--- config.mk ---
export PLATFORM = sky130hd
export DESIGN_NAME = tlb_sfence_assoc
export DESIGN_NICKNAME = d
export VERILOG_FILES = /design/src/rtl/tlb_sfence_assoc.sv
export SDC_FILE = /design/constraint.sdc
export NUM_CORES = 2
export LEC_CHECK = 0
export BUFFER_PORTS_ARGS = -buffer_cell sky130_fd_sc_hd__buf_2
export CELL_PAD_IN_SITES_DETAIL_PLACEMENT = 0
export CELL_PAD_IN_SITES_GLOBAL_PLACEMENT = 1
export CORE_UTILIZATION = 35
export CTS_CLUSTER_SIZE = 25
export DETAILED_ROUTE_END_ITERATION = 6
export PLACE_DENSITY_LB_ADDON = 0.1
export SYNTH_ARGS = -nofsm -noshare
export SYNTH_HDL_FRONTEND = slang
export SYNTH_SLANG_ARGS = --single-unit
--- constraint.sdc ---
create_clock -name clk_i -period 4.9 [get_ports clk_i]
set_input_delay 0 -clock clk_i [delete_from_list [all_inputs] [get_ports clk_i]]
set_output_delay 0 -clock clk_i [all_outputs]
set_load 0.02 [all_outputs]
--- src/rtl/tlb_sfence_assoc.sv ---
// rtl/tlb_sfence_assoc.sv - fully-associative TLB with selective SFENCE-style flush and single-miss walker
module tlb_sfence_assoc #(
  parameter int ENTRIES  = 16,
  parameter int LEVELS   = 3,
  parameter int LVL_BITS = 9,
  parameter int VPN_W    = LEVELS * LVL_BITS,
  parameter int PPN_W    = 44,
  parameter int ASID_W   = 16,
  parameter int LVL_W    = $clog2(LEVELS)
) (
  input  logic              clk_i,
  input  logic              rstn_i,
  input  logic              vm_enable_i,
  input  logic              req_valid_i,
  input  logic [VPN_W-1:0]  req_vpn_i,
  input  logic [ASID_W-1:0] req_asid_i,
  input  logic              req_store_i,
  input  logic              req_fetch_i,
  input  logic              req_priv_s_i,
  input  logic              sum_i,
  input  logic              mxr_i,
  output logic              ready_o,
  output logic              resp_miss_o,
  output logic [PPN_W-1:0]  resp_ppn_o,
  output logic              resp_xcpt_ld_o,
  output logic              resp_xcpt_st_o,
  output logic              resp_xcpt_if_o,
  output logic              ptw_req_valid_o,
  input  logic              ptw_req_ready_i,
  output logic [VPN_W-1:0]  ptw_req_vpn_o,
  output logic [ASID_W-1:0] ptw_req_asid_o,
  output logic              ptw_req_store_o,
  output logic              ptw_req_fetch_o,
  input  logic              ptw_resp_valid_i,
  input  logic [PPN_W-1:0]  ptw_resp_ppn_i,
  input  logic [LVL_W-1:0]  ptw_resp_level_i,
  input  logic [6:0]        ptw_resp_perm_i,
  input  logic              ptw_resp_error_i,
  input  logic              flush_valid_i,
  input  logic              flush_asid_en_i,
  input  logic [ASID_W-1:0] flush_asid_i,
  input  logic              flush_vpn_en_i,
  input  logic [VPN_W-1:0]  flush_vpn_i,
  output logic              pmu_access_o,
  output logic              pmu_miss_o
);
  localparam int IDX_W = $clog2(ENTRIES);

  typedef enum logic [1:0] {IDLE, SEND, WAIT, DISCARD} state_e;
  state_e state_q, state_d;

  // Entry storage; perm_q packs {ur,uw,ux,sr,sw,sx}
  logic [VPN_W-1:0]   vpn_q   [ENTRIES];
  logic [ASID_W-1:0]  asid_q  [ENTRIES];
  logic [PPN_W-1:0]   ppn_q   [ENTRIES];
  logic [LVL_W-1:0]   level_q [ENTRIES];
  logic [5:0]         perm_q  [ENTRIES];
  logic [ENTRIES-1:0] g_q, d_q, fault_q, nempty_q, nempty_d, flush_sel;

  // Outstanding walk
  logic [VPN_W-1:0]  wlk_vpn_q;
  logic [ASID_W-1:0] wlk_asid_q;
  logic              wlk_store_q, wlk_fetch_q;
  logic [IDX_W-1:0]  fill_idx_q, ptr_q, victim, hit_idx;

  logic hit, have_empty, lookup, is_ld, read_ok, write_ok, exec_ok;
  logic hit_fault, hit_d, dirty_upg, miss, accept, accept_miss, fill_en, clr_en;
  logic [5:0]       hp;
  logic [PPN_W-1:0] lo_mask;

  // Bits at or above the leaf level's page offset take part in a VPN compare
  function automatic logic [VPN_W-1:0] vpn_hi_mask(input logic [LVL_W-1:0] lvl);
    logic [VPN_W-1:0] m;
    for (int b = 0; b < VPN_W; b++) m[b] = (b >= int'(lvl) * LVL_BITS);
    return m;
  endfunction

  // Bits below the leaf level's page offset are passed through from the VPN
  function automatic logic [PPN_W-1:0] ppn_lo_mask(input logic [LVL_W-1:0] lvl);
    logic [PPN_W-1:0] m;
    for (int b = 0; b < PPN_W; b++) m[b] = (b < int'(lvl) * LVL_BITS);
    return m;
  endfunction

  // Associative match, lowest index wins
  always_comb begin
    hit     = 1'b0;
    hit_idx = '0;
    for (int i = ENTRIES - 1; i >= 0; i--) begin
      if (nempty_q[i] && (g_q[i] || asid_q[i] == req_asid_i) &&
          (((vpn_q[i] ^ req_vpn_i) & vpn_hi_mask(level_q[i])) == '0)) begin
        hit     = 1'b1;
        hit_idx = IDX_W'(i);
      end
    end
  end

  assign hp        = perm_q[hit_idx];
  assign hit_fault = fault_q[hit_idx];
  assign hit_d     = d_q[hit_idx];
  assign lo_mask   = ppn_lo_mask(level_q[hit_idx]);
  assign read_ok   = (req_priv_s_i ? (hp[2] | (sum_i & hp[5])) : hp[5]) |
                     (mxr_i & (req_priv_s_i ? hp[0] : hp[3]));
  assign write_ok  = req_priv_s_i ? (hp[1] | (sum_i & hp[4])) : hp[4];
  assign exec_ok   = req_priv_s_i ? hp[0] : hp[3];
  assign lookup    = req_valid_i & vm_enable_i;
  assign is_ld     = ~req_store_i & ~req_fetch_i;
  assign dirty_upg = req_store_i & hit & ~hit_fault & write_ok & ~hit_d;
  assign miss      = lookup & (~hit | dirty_upg);

  assign resp_miss_o    = miss;
  assign resp_ppn_o     = !vm_enable_i ? PPN_W'(req_vpn_i) :
                          (hit ? ((ppn_q[hit_idx] & ~lo_mask) | (PPN_W'(req_vpn_i) & lo_mask)) : '0);
  assign resp_xcpt_ld_o = lookup & hit & is_ld       & (hit_fault | ~read_ok);
  assign resp_xcpt_st_o = lookup & hit & req_store_i & (hit_fault | ~write_ok);
  assign resp_xcpt_if_o = lookup & hit & req_fetch_i & (hit_fault | ~exec_ok);

  assign accept      = (state_q == IDLE) & lookup;
  assign accept_miss = accept & miss;
  assign clr_en      = accept & hit & (hit_fault | dirty_upg);
  assign fill_en     = (state_q == WAIT) & ptw_resp_valid_i & ~flush_valid_i;

  assign ptw_req_vpn_o   = wlk_vpn_q;
  assign ptw_req_asid_o  = wlk_asid_q;
  assign ptw_req_store_o = wlk_store_q;
  assign ptw_req_fetch_o = wlk_fetch_q;

  // Victim: lowest empty entry, else the round-robin pointer
  always_comb begin
    have_empty = 1'b0;
    victim     = ptr_q;
    for (int i = ENTRIES - 1; i >= 0; i--) begin
      if (!nempty_q[i]) begin
        have_empty = 1'b1;
        victim     = IDX_W'(i);
      end
    end
  end

  // Flush selection by ASID and/or covering VPN; global pages survive ASID flushes
  always_comb begin
    flush_sel = '0;
    for (int i = 0; i < ENTRIES; i++) begin
      case ({flush_asid_en_i, flush_vpn_en_i})
        2'b00:   flush_sel[i] = 1'b1;
        2'b10:   flush_sel[i] = (asid_q[i] == flush_asid_i) & ~g_q[i];
        2'b01:   flush_sel[i] = (((vpn_q[i] ^ flush_vpn_i) & vpn_hi_mask(level_q[i])) == '0);
        default: flush_sel[i] = (asid_q[i] == flush_asid_i) & ~g_q[i] &
                                (((vpn_q[i] ^ flush_vpn_i) & vpn_hi_mask(level_q[i])) == '0);
      endcase
    end
  end

  // Valid bits: fill, then hit-clear, then flush has the last word
  always_comb begin
    nempty_d = nempty_q;
    if (fill_en) nempty_d[fill_idx_q] = 1'b1;
    if (clr_en) nempty_d[hit_idx] = 1'b0;
    if (flush_valid_i) nempty_d = nempty_d & ~flush_sel;
  end

  // Walker next state and handshake outputs
  always_comb begin
    state_d         = state_q;
    ready_o         = 1'b0;
    ptw_req_valid_o = 1'b0;
    pmu_access_o    = 1'b0;
    pmu_miss_o      = 1'b0;
    case (state_q)
      IDLE: begin
        ready_o      = 1'b1;
        pmu_access_o = lookup;
        pmu_miss_o   = accept_miss;
        if (accept_miss) state_d = SEND;
      end
      SEND: begin
        ptw_req_valid_o = 1'b1;
        if (ptw_req_ready_i) state_d = flush_valid_i ? DISCARD : WAIT;
        else if (flush_valid_i) state_d = IDLE;
      end
      WAIT: begin
        if (ptw_resp_valid_i) state_d = IDLE;
        else if (flush_valid_i) state_d = DISCARD;
      end
      DISCARD: if (ptw_resp_valid_i) state_d = IDLE;
      default: state_d = IDLE;
    endcase
  end

  // Walker state register
  always_ff @(posedge clk_i or negedge rstn_i) begin
    if (!rstn_i) state_q <= IDLE;
    else         state_q <= state_d;
  end

  // Latch the missing request and its victim slot when the miss is accepted
  always_ff @(posedge clk_i or negedge rstn_i) begin
    if (!rstn_i) begin
      wlk_vpn_q   <= '0;
      wlk_asid_q  <= '0;
      wlk_store_q <= 1'b0;
      wlk_fetch_q <= 1'b0;
      fill_idx_q  <= '0;
      ptr_q       <= '0;
    end else if (accept_miss) begin
      wlk_vpn_q   <= req_vpn_i;
      wlk_asid_q  <= req_asid_i;
      wlk_store_q <= req_store_i;
      wlk_fetch_q <= req_fetch_i;
      fill_idx_q  <= victim;
      if (!have_empty) ptr_q <= ptr_q + 1'b1;
    end
  end

  // Entry array update; permissions are pre-split by privilege at fill
  always_ff @(posedge clk_i or negedge rstn_i) begin
    if (!rstn_i) begin
      nempty_q <= '0;
      g_q      <= '0;
      d_q      <= '0;
      fault_q  <= '0;
      for (int i = 0; i < ENTRIES; i++) begin
        vpn_q[i]   <= '0;
        asid_q[i]  <= '0;
        ppn_q[i]   <= '0;
        level_q[i] <= '0;
        perm_q[i]  <= '0;
      end
    end else begin
      nempty_q <= nempty_d;
      if (fill_en) begin
        vpn_q[fill_idx_q]   <= wlk_vpn_q;
        asid_q[fill_idx_q]  <= wlk_asid_q;
        ppn_q[fill_idx_q]   <= ptw_resp_ppn_i;
        level_q[fill_idx_q] <= ptw_resp_level_i;
        g_q[fill_idx_q]     <= ptw_resp_perm_i[6];
        d_q[fill_idx_q]     <= ptw_resp_perm_i[5];
        fault_q[fill_idx_q] <= ptw_resp_error_i;
        perm_q[fill_idx_q]  <= {ptw_resp_perm_i[1] &  ptw_resp_perm_i[4] & ptw_resp_perm_i[0],
                                ptw_resp_perm_i[2] &  ptw_resp_perm_i[4] & ptw_resp_perm_i[0],
                                ptw_resp_perm_i[3] &  ptw_resp_perm_i[4] & ptw_resp_perm_i[0],
                                ptw_resp_perm_i[1] & ~ptw_resp_perm_i[4] & ptw_resp_perm_i[0],
                                ptw_resp_perm_i[2] & ~ptw_resp_perm_i[4] & ptw_resp_perm_i[0],
                                ptw_resp_perm_i[3] & ~ptw_resp_perm_i[4] & ptw_resp_perm_i[0]};
      end
    end
  end
endmodule

# == Yosys cells after proc, flatten, opt, wreduce, memory -nomap -nowiden ==
# Cells that the tools add are included.
# word_totals
regBits,1639
latchBits,0
mem_bits_rw,0
rom_bits,0
output_inout_bits,97
mem_count,0
# classes
n_addsub,1
n_mul,17
div,0
magnitude_cmp,483
n_eq_ne,41
shift,0
n_mux,135
bitwise_logic,177
reduce_logical,87
# op_table
cell,n
"6-bit by 32-bit >= comparator with 1-bit output, first input constant",161
"5-bit by 32-bit >= comparator with 1-bit output, first input constant",128
"4-bit by 32-bit >= comparator with 1-bit output, first input constant",64
"3-bit by 32-bit >= comparator with 1-bit output, first input constant",32
27-bit bitwise AND,32
27-bit zero test,32
27-bit XOR,32
704-bit bitwise mux,1
16-bit equality test,32
"1-bit by 32-bit >= comparator with 1-bit output, first input constant",16
"2-bit by 32-bit >= comparator with 1-bit output, first input constant",16
"6-bit by 32-bit less-than comparator with 1-bit output, first input constant",16
432-bit bitwise mux,1
"7-bit by 32-bit less-than comparator with 1-bit output, first input constant",11
256-bit bitwise mux,1
"5-bit by 32-bit less-than comparator with 1-bit output, first input constant",8
44-bit 2-to-1 mux,5
44-bit binary-select mux with 4-bit select,1
44-bit demux with 4-bit select,1
"4-bit by 32-bit less-than comparator with 1-bit output, first input constant",4
4-bit 2-to-1 mux,32
27-bit demux with 4-bit select,1
"2-bit by 4-bit multiplier with 6-bit output, second input constant",17
96-bit bitwise mux,1
other kinds (46),296

# == Longest topological paths before layout ==
# depth
word_depth,35
mapped_depth,22
mapped_depth_nobuf,15

# == Worst setup path before layout ==
# Ideal clock, no wire load.
# synth_timing
path_type,reg2out
from,register asid_q[86] (netlist bit)
to,output port resp_ppn_o[40]
t_arrival_ns,4.274
slack_ns,0.626
path_stages_with_launch,19
path_buffers,6
cell_sequence,dfrtp_1 xnor2_1 nand4_1 nor4_1 o21ai_0 or4_4 a2111oi_4 a2bb2oi_4 a31oi_4 buf_4 buf_6 buf_6 buf_4 buf_2 buf_4 a211oi_1 a31oi_1 o22ai_1 nor4_1
# synth_between
elab_chain_len,26
elab_cells_between_ends,41
classes_between,mul: 1; order compare: 1; eq/ne: 1; mux: 30; bitwise: 5; reduce/logical: 3
# synth_rtl
element,line_no,text
from (decl),54,logic [ASID_W-1:0] asid_q [ENTRIES];
"from (signal, indexed assignment)",233,asid_q[fill_idx_q] <= wlk_asid_q;
16-bit equality test *,90,if (nempty_q[i] && (g_q[i] || asid_q[i] == req_asid_i) &&
1-bit logical OR *,90,
1-bit logical AND * (2 in a row),90,
4-bit 2-to-1 mux (11 in a row),90,
4-bit inverter with 5-bit output (not written as such),"101, 113",
2-bit binary-select mux with 4-bit select,101,assign lo_mask = ppn_lo_mask(level_q[hit_idx]);
2-bit 2-to-1 mux (not written as such) (2 in a row),101,
2-bit by 4-bit multiplier with 6-bit output,81,for (int b = 0; b < PPN_W; b++) m[b] = (b < int'(lvl) * LVL_BITS);
7-bit by 32-bit less-than comparator with 1-bit output,81,
44-bit inverter,113,(hit ? ((ppn_q[hit_idx] & ~lo_mask) | (PPN_W'(req_vpn_i) & lo_mask)) : '0);
44-bit bitwise AND,113,
44-bit bitwise OR,113,
44-bit 2-to-1 mux *,113,
44-bit 2-to-1 mux *,112,assign resp_ppn_o = !vm_enable_i ? PPN_W'(req_vpn_i) :
to (decl),24,"output logic [PPN_W-1:0] resp_ppn_o,"
# Every way passes the cells marked *; elsewhere a longest branch is shown, timed or not. The select of a mux whose other input is x is not followed.

# == Final worst setup path ==
# layout_timing
from,register asid_q[85] (netlist bit)
to,output port resp_ppn_o[25]
# layout_between
elab_chain_len,26
elab_cells_between_ends,41
classes_between,mul: 1; order compare: 1; eq/ne: 1; mux: 30; bitwise: 5; reduce/logical: 3
# layout_rtl
element,line_no
16-bit equality test *,90
1-bit logical OR *,90
1-bit logical AND * (2 in a row),90
4-bit 2-to-1 mux (11 in a row),90
4-bit inverter with 5-bit output (not written as such),"101, 113"
2-bit binary-select mux with 4-bit select,101
2-bit 2-to-1 mux (not written as such) (2 in a row),101
2-bit by 4-bit multiplier with 6-bit output,81
6-bit by 32-bit less-than comparator with 1-bit output,81
44-bit inverter,113
44-bit bitwise AND,113
44-bit bitwise OR,113
44-bit 2-to-1 mux *,113
44-bit 2-to-1 mux *,112
# Marked as above.

==> metrics.cfg <==
[grt]
grt_pass1_wl_mm = 555
gr-usage-met3 = 0.0358
antenna_found_initial = 24
grt-busiest-layer = met2
grt_max_degree = 165
overflow = 0
met1_usage = 0.416
met2_usage = 0.503
first_global_vias = 74400
grt_usage = 0.307

[cells_and_area]
layoutNonFillerInstCount = 13900
areaGrowthSynthToFinish_pct = 26.8
layout-drive-gt1-share = 0.230
layout_commonest_cell = nand2_1
mostFrequentLayoutCells = nand2_1, dfrtp_1, buf_4
nets = 10700

[sta]
slew_headroom = 0.105
finalHoldViolations = 0
period_needed_ns = 6.08
skew_ns = 0.0295
setup_viol = 118
worst_slew_pin_slew_ns = 1.33
layout_worst_path_cycle_share = 1.24
rsz0062_at_grt = yes
worst_slack_ns = -1.18
slew_viol_final = 0
fmax_mhz = 164

[setup_path]
critPathMaxStageDelay_ns = 0.56
cp_max_fo = 8
required_ns = 4.90
crit_path_frequent_cell = buf_6
reg2reg_depth = 24
crit_type = flop to output port
startpoint_type = flop
path_cells = xnor2_1 -> nand4_1 -> nor4_4 -> buf_4 -> o21ai_4 -> or4_4 -> a2111oi_4 -> a2bb2oi_4 -> buf_6 -> a31oi_4 -> buf_12 -> mux2i_1 -> mux2_4 -> o32a_1 -> o221ai_2 -> buf_6 -> a21oi_4 -> buf_8 -> buf_4 -> nor4b_4 -> a21o_4 -> buf_6
critPathTopFamily = simple AND/OR/NAND/NOR gates
cp_num_cells = 22
cp-end-kind = output port
slowest_stage = nor4b_4
critPathBufInv = 7
arrival_ns = 6.08

[synth]
synth_xor_xnor_area_share = 0.140
ys_warn_count = 0
synth-compound-area-share = 0.0529
synth_cells = 9557
synth_top_family_by_area = simple AND/OR/NAND/NOR gates
synth-seq-cells = 1639
synth_edf_count = 0
synth_seq_area_share = 0.475
muxShareOfSynthArea = 0.0812
ys_types = 87
ys.flop_type = dfrtp_1
syn_area_mm2 = 0.0864
syn_nets = 9712
yosys.area_share.simple = 0.214
async_flop_share = 1.00
synthAdderAreaFrac = 0.000145
synth.avg_cell_area_um2 = 9.04

[routing]
drt_iter0_drc = 6662
drc = 0
postRouteAntennaNets = 0
num_vias = 74200
drt_pass1_iterations = 6
wl_mm = 390
post_drt_wl_per_cell_um = 28.0
via_per_inst = 5.33

[run_status]
violations = setup timing
outcome = finished, violations left

[min_path]
hold-path-cell-count = 4
min_path_type = input pin to flop

[clock_network]
cts_buffer_depth = 3
numCtsBuffers = 197
clock_sinks = 1639
insertion_delay_ns = 0.88
ctsRootBufferMaster = clkbuf_16
htreeDepth = 4
clkSlewWorstSetupHoldPaths_ns = 0.06
tritoncts = done

[floorplanning]
rows = 182
die_h_um = 499
core_mm2 = 0.246
io_pins = 251
initial_core_util = 0.352
dieArea_mm2 = 0.249
die_width_um = 499

[power_and_ir_drop]
max-vdd-ir-drop_mv = 0.405
leakage_nw = 55.5
power_density_mw_per_mm2 = 344

[placed_design]
dp_slack_ns = -1.51
io_buffers = 250
dp_cells = 13300
gp_congestion = 0.924
hpwlAfterDp_mm = 231

[flow_run]
drv_cap = 0

[sequential cells by signal (all words and copies together), names as in the netlist, 2 cells and up]
| signal | flops |
|---|---|
| d_q | 16 |
| nempty_q | 16 |
| vpn_q | 432 |
| g_q | 16 |
| ptw_req_asid_o | 16 |
| fault_q | 16 |
| fill_idx_q | 4 |
| ptr_q | 4 |
| ppn_q | 704 |
| ptw_req_vpn_o | 27 |
| asid_q | 256 |
| perm_q | 96 |
| state_q | 2 |
| level_q | 32 |
[synth_stat cells, types with 6 or more instances]
master | count | area (µm²)
a32oi_1 | 9 | 78.8
a211oi_1 | 102 | 766
o21ai_0 | 145 | 726
nand4_1 | 159 | 995
a21oi_1 | 136 | 681
a21o_1 | 27 | 203
buf_1 | 74 | 278
nor3_1 | 56 | 280
nand2b_1 | 6 | 37.5
and3_1 | 7 | 43.8
nor2b_1 | 98 | 613
nand2_1 | 3659 | 13700
dfrtp_1 | 1639 | 41000
mux2_2 | 469 | 5280
o41ai_1 | 19 | 166
nor4_1 | 185 | 1160
buf_6 | 27 | 304
inv_1 | 22 | 82.6
a311oi_1 | 7 | 61.3
o22ai_1 | 65 | 407
buf_4 | 48 | 360
o31ai_1 | 6 | 45.0
mux2i_1 | 127 | 1270
xnor2_1 | 733 | 6420
o2111ai_1 | 6 | 52.6
clkbuf_1 | 512 | 1920
mux2_1 | 41 | 462
nor2_1 | 68 | 255
nand3_1 | 153 | 766
nor4b_1 | 25 | 219
buf_2 | 60 | 300
xor2_1 | 646 | 5660
o211ai_1 | 10 | 75.1
a41o_1 | 12 | 120
a31oi_1 | 114 | 713
[report_power, final]
group          internal [W]  switching [W]  leakage [nW]
registers            0.0144        0.00184          22.6
clock network       0.00869        0.00636          3.22
logic               0.00255        0.00388          29.6
[stage by stage]
| step | util | total power, W | instance area, µm² | hold WS (ns) | setup TNS (ns) |
|---|---|---|---|---|---|
| after floorplan | - | 0.0186 | 86400 | -0.296 | 0 |
| after global placement | 0.398 | 0.0222 | 97700 | -0.0792 | -103.78 |
| after detailed placement | 0.398 | 0.0222 | 97700 | -0.0144 | -107.93 |
| after CTS | 0.440 | 0.0376 | 108000 | 0.00498 | -69.89 |
| after global routing | 0.446 | 0.0390 | 110000 | 0.0534 | -84.78 |
| final | 0.446 | 0.0377 | 110000 | 0.0541 | -72.14 |
[timing repair]
item	4_1_cts	5_1_grt
buffers inserted	60	64
gates cloned	23	10
pin swaps	51	93
gates resized for setup	322	263
setup endpoints to repair	119	119
hold endpoints to repair	1784	0
hold buffers	119	0
[metal layers]
layer | vias up | routed length (µm)
met2 | 2555 | 182000
met4 | 16 | 15500
met5 | - | 111
met1 | 37800 | 170000
met3 | 639 | 22400
li1 | 33200 | -
[final timing paths]
path                                          from                 end  slack [ns]
worst max-delay path                    asid_q[85]      resp_ppn_o[25]       -1.18
worst min-delay path            ptw_resp_ppn_i[28]          ppn_q[512]        0.05
worst max register to register          asid_q[85]  ptw_req_asid_o[11]       -0.62
worst min register to register            ptr_q[3]            ptr_q[3]        0.46
max in group asynchronous                   rstn_i           ppn_q[52]        3.10
min in group asynchronous                   rstn_i          vpn_q[172]        0.44
[cell families after synthesis]
kind of cell             after synthesis
flip-flops                          1639
AND/OR/NAND/NOR                     4455
adder cells (fa/ha/maj)                1
AO/OA/AOI/OAI                        702
buffers and inverters                744
XOR/XNOR                            1379
multiplexers                         637
[worst reg2reg max path: stages, from the launching register on]
cell and delay, ns:
dfrtp_1 0.39, xnor2_1 0.18, nand4_1 0.20, nor4_4 0.49, buf_4 0.20, o21ai_4 0.07, or4_4 0.52, a2111oi_4 0.36
a2bb2oi_4 0.13, buf_6 0.14, a31oi_4 0.22, buf_6 0.15, buf_12 0.15, buf_6 0.11, buf_8 0.13, mux2i_2 0.29
a22oi_2 0.14, and4_4 0.23, a211oi_4 0.26, o21ai_4 0.09, buf_6 0.18, buf_6 0.11, buf_12 0.14, clkbuf_16 0.20
mux2_1 0.31
[final cells by class]
cell class	count	area, µm²
fill	23700	136000
multi-input combinational	7174	44100
sequential	1639	41000
timing repair buffer	1489	13800
clock buffer	298	5800
tap	3220	4030
clock inverter	62	724
inverter	23	93.8
antenna	8	20.0
Note: power is estimated with default switching activity, not from simulation.
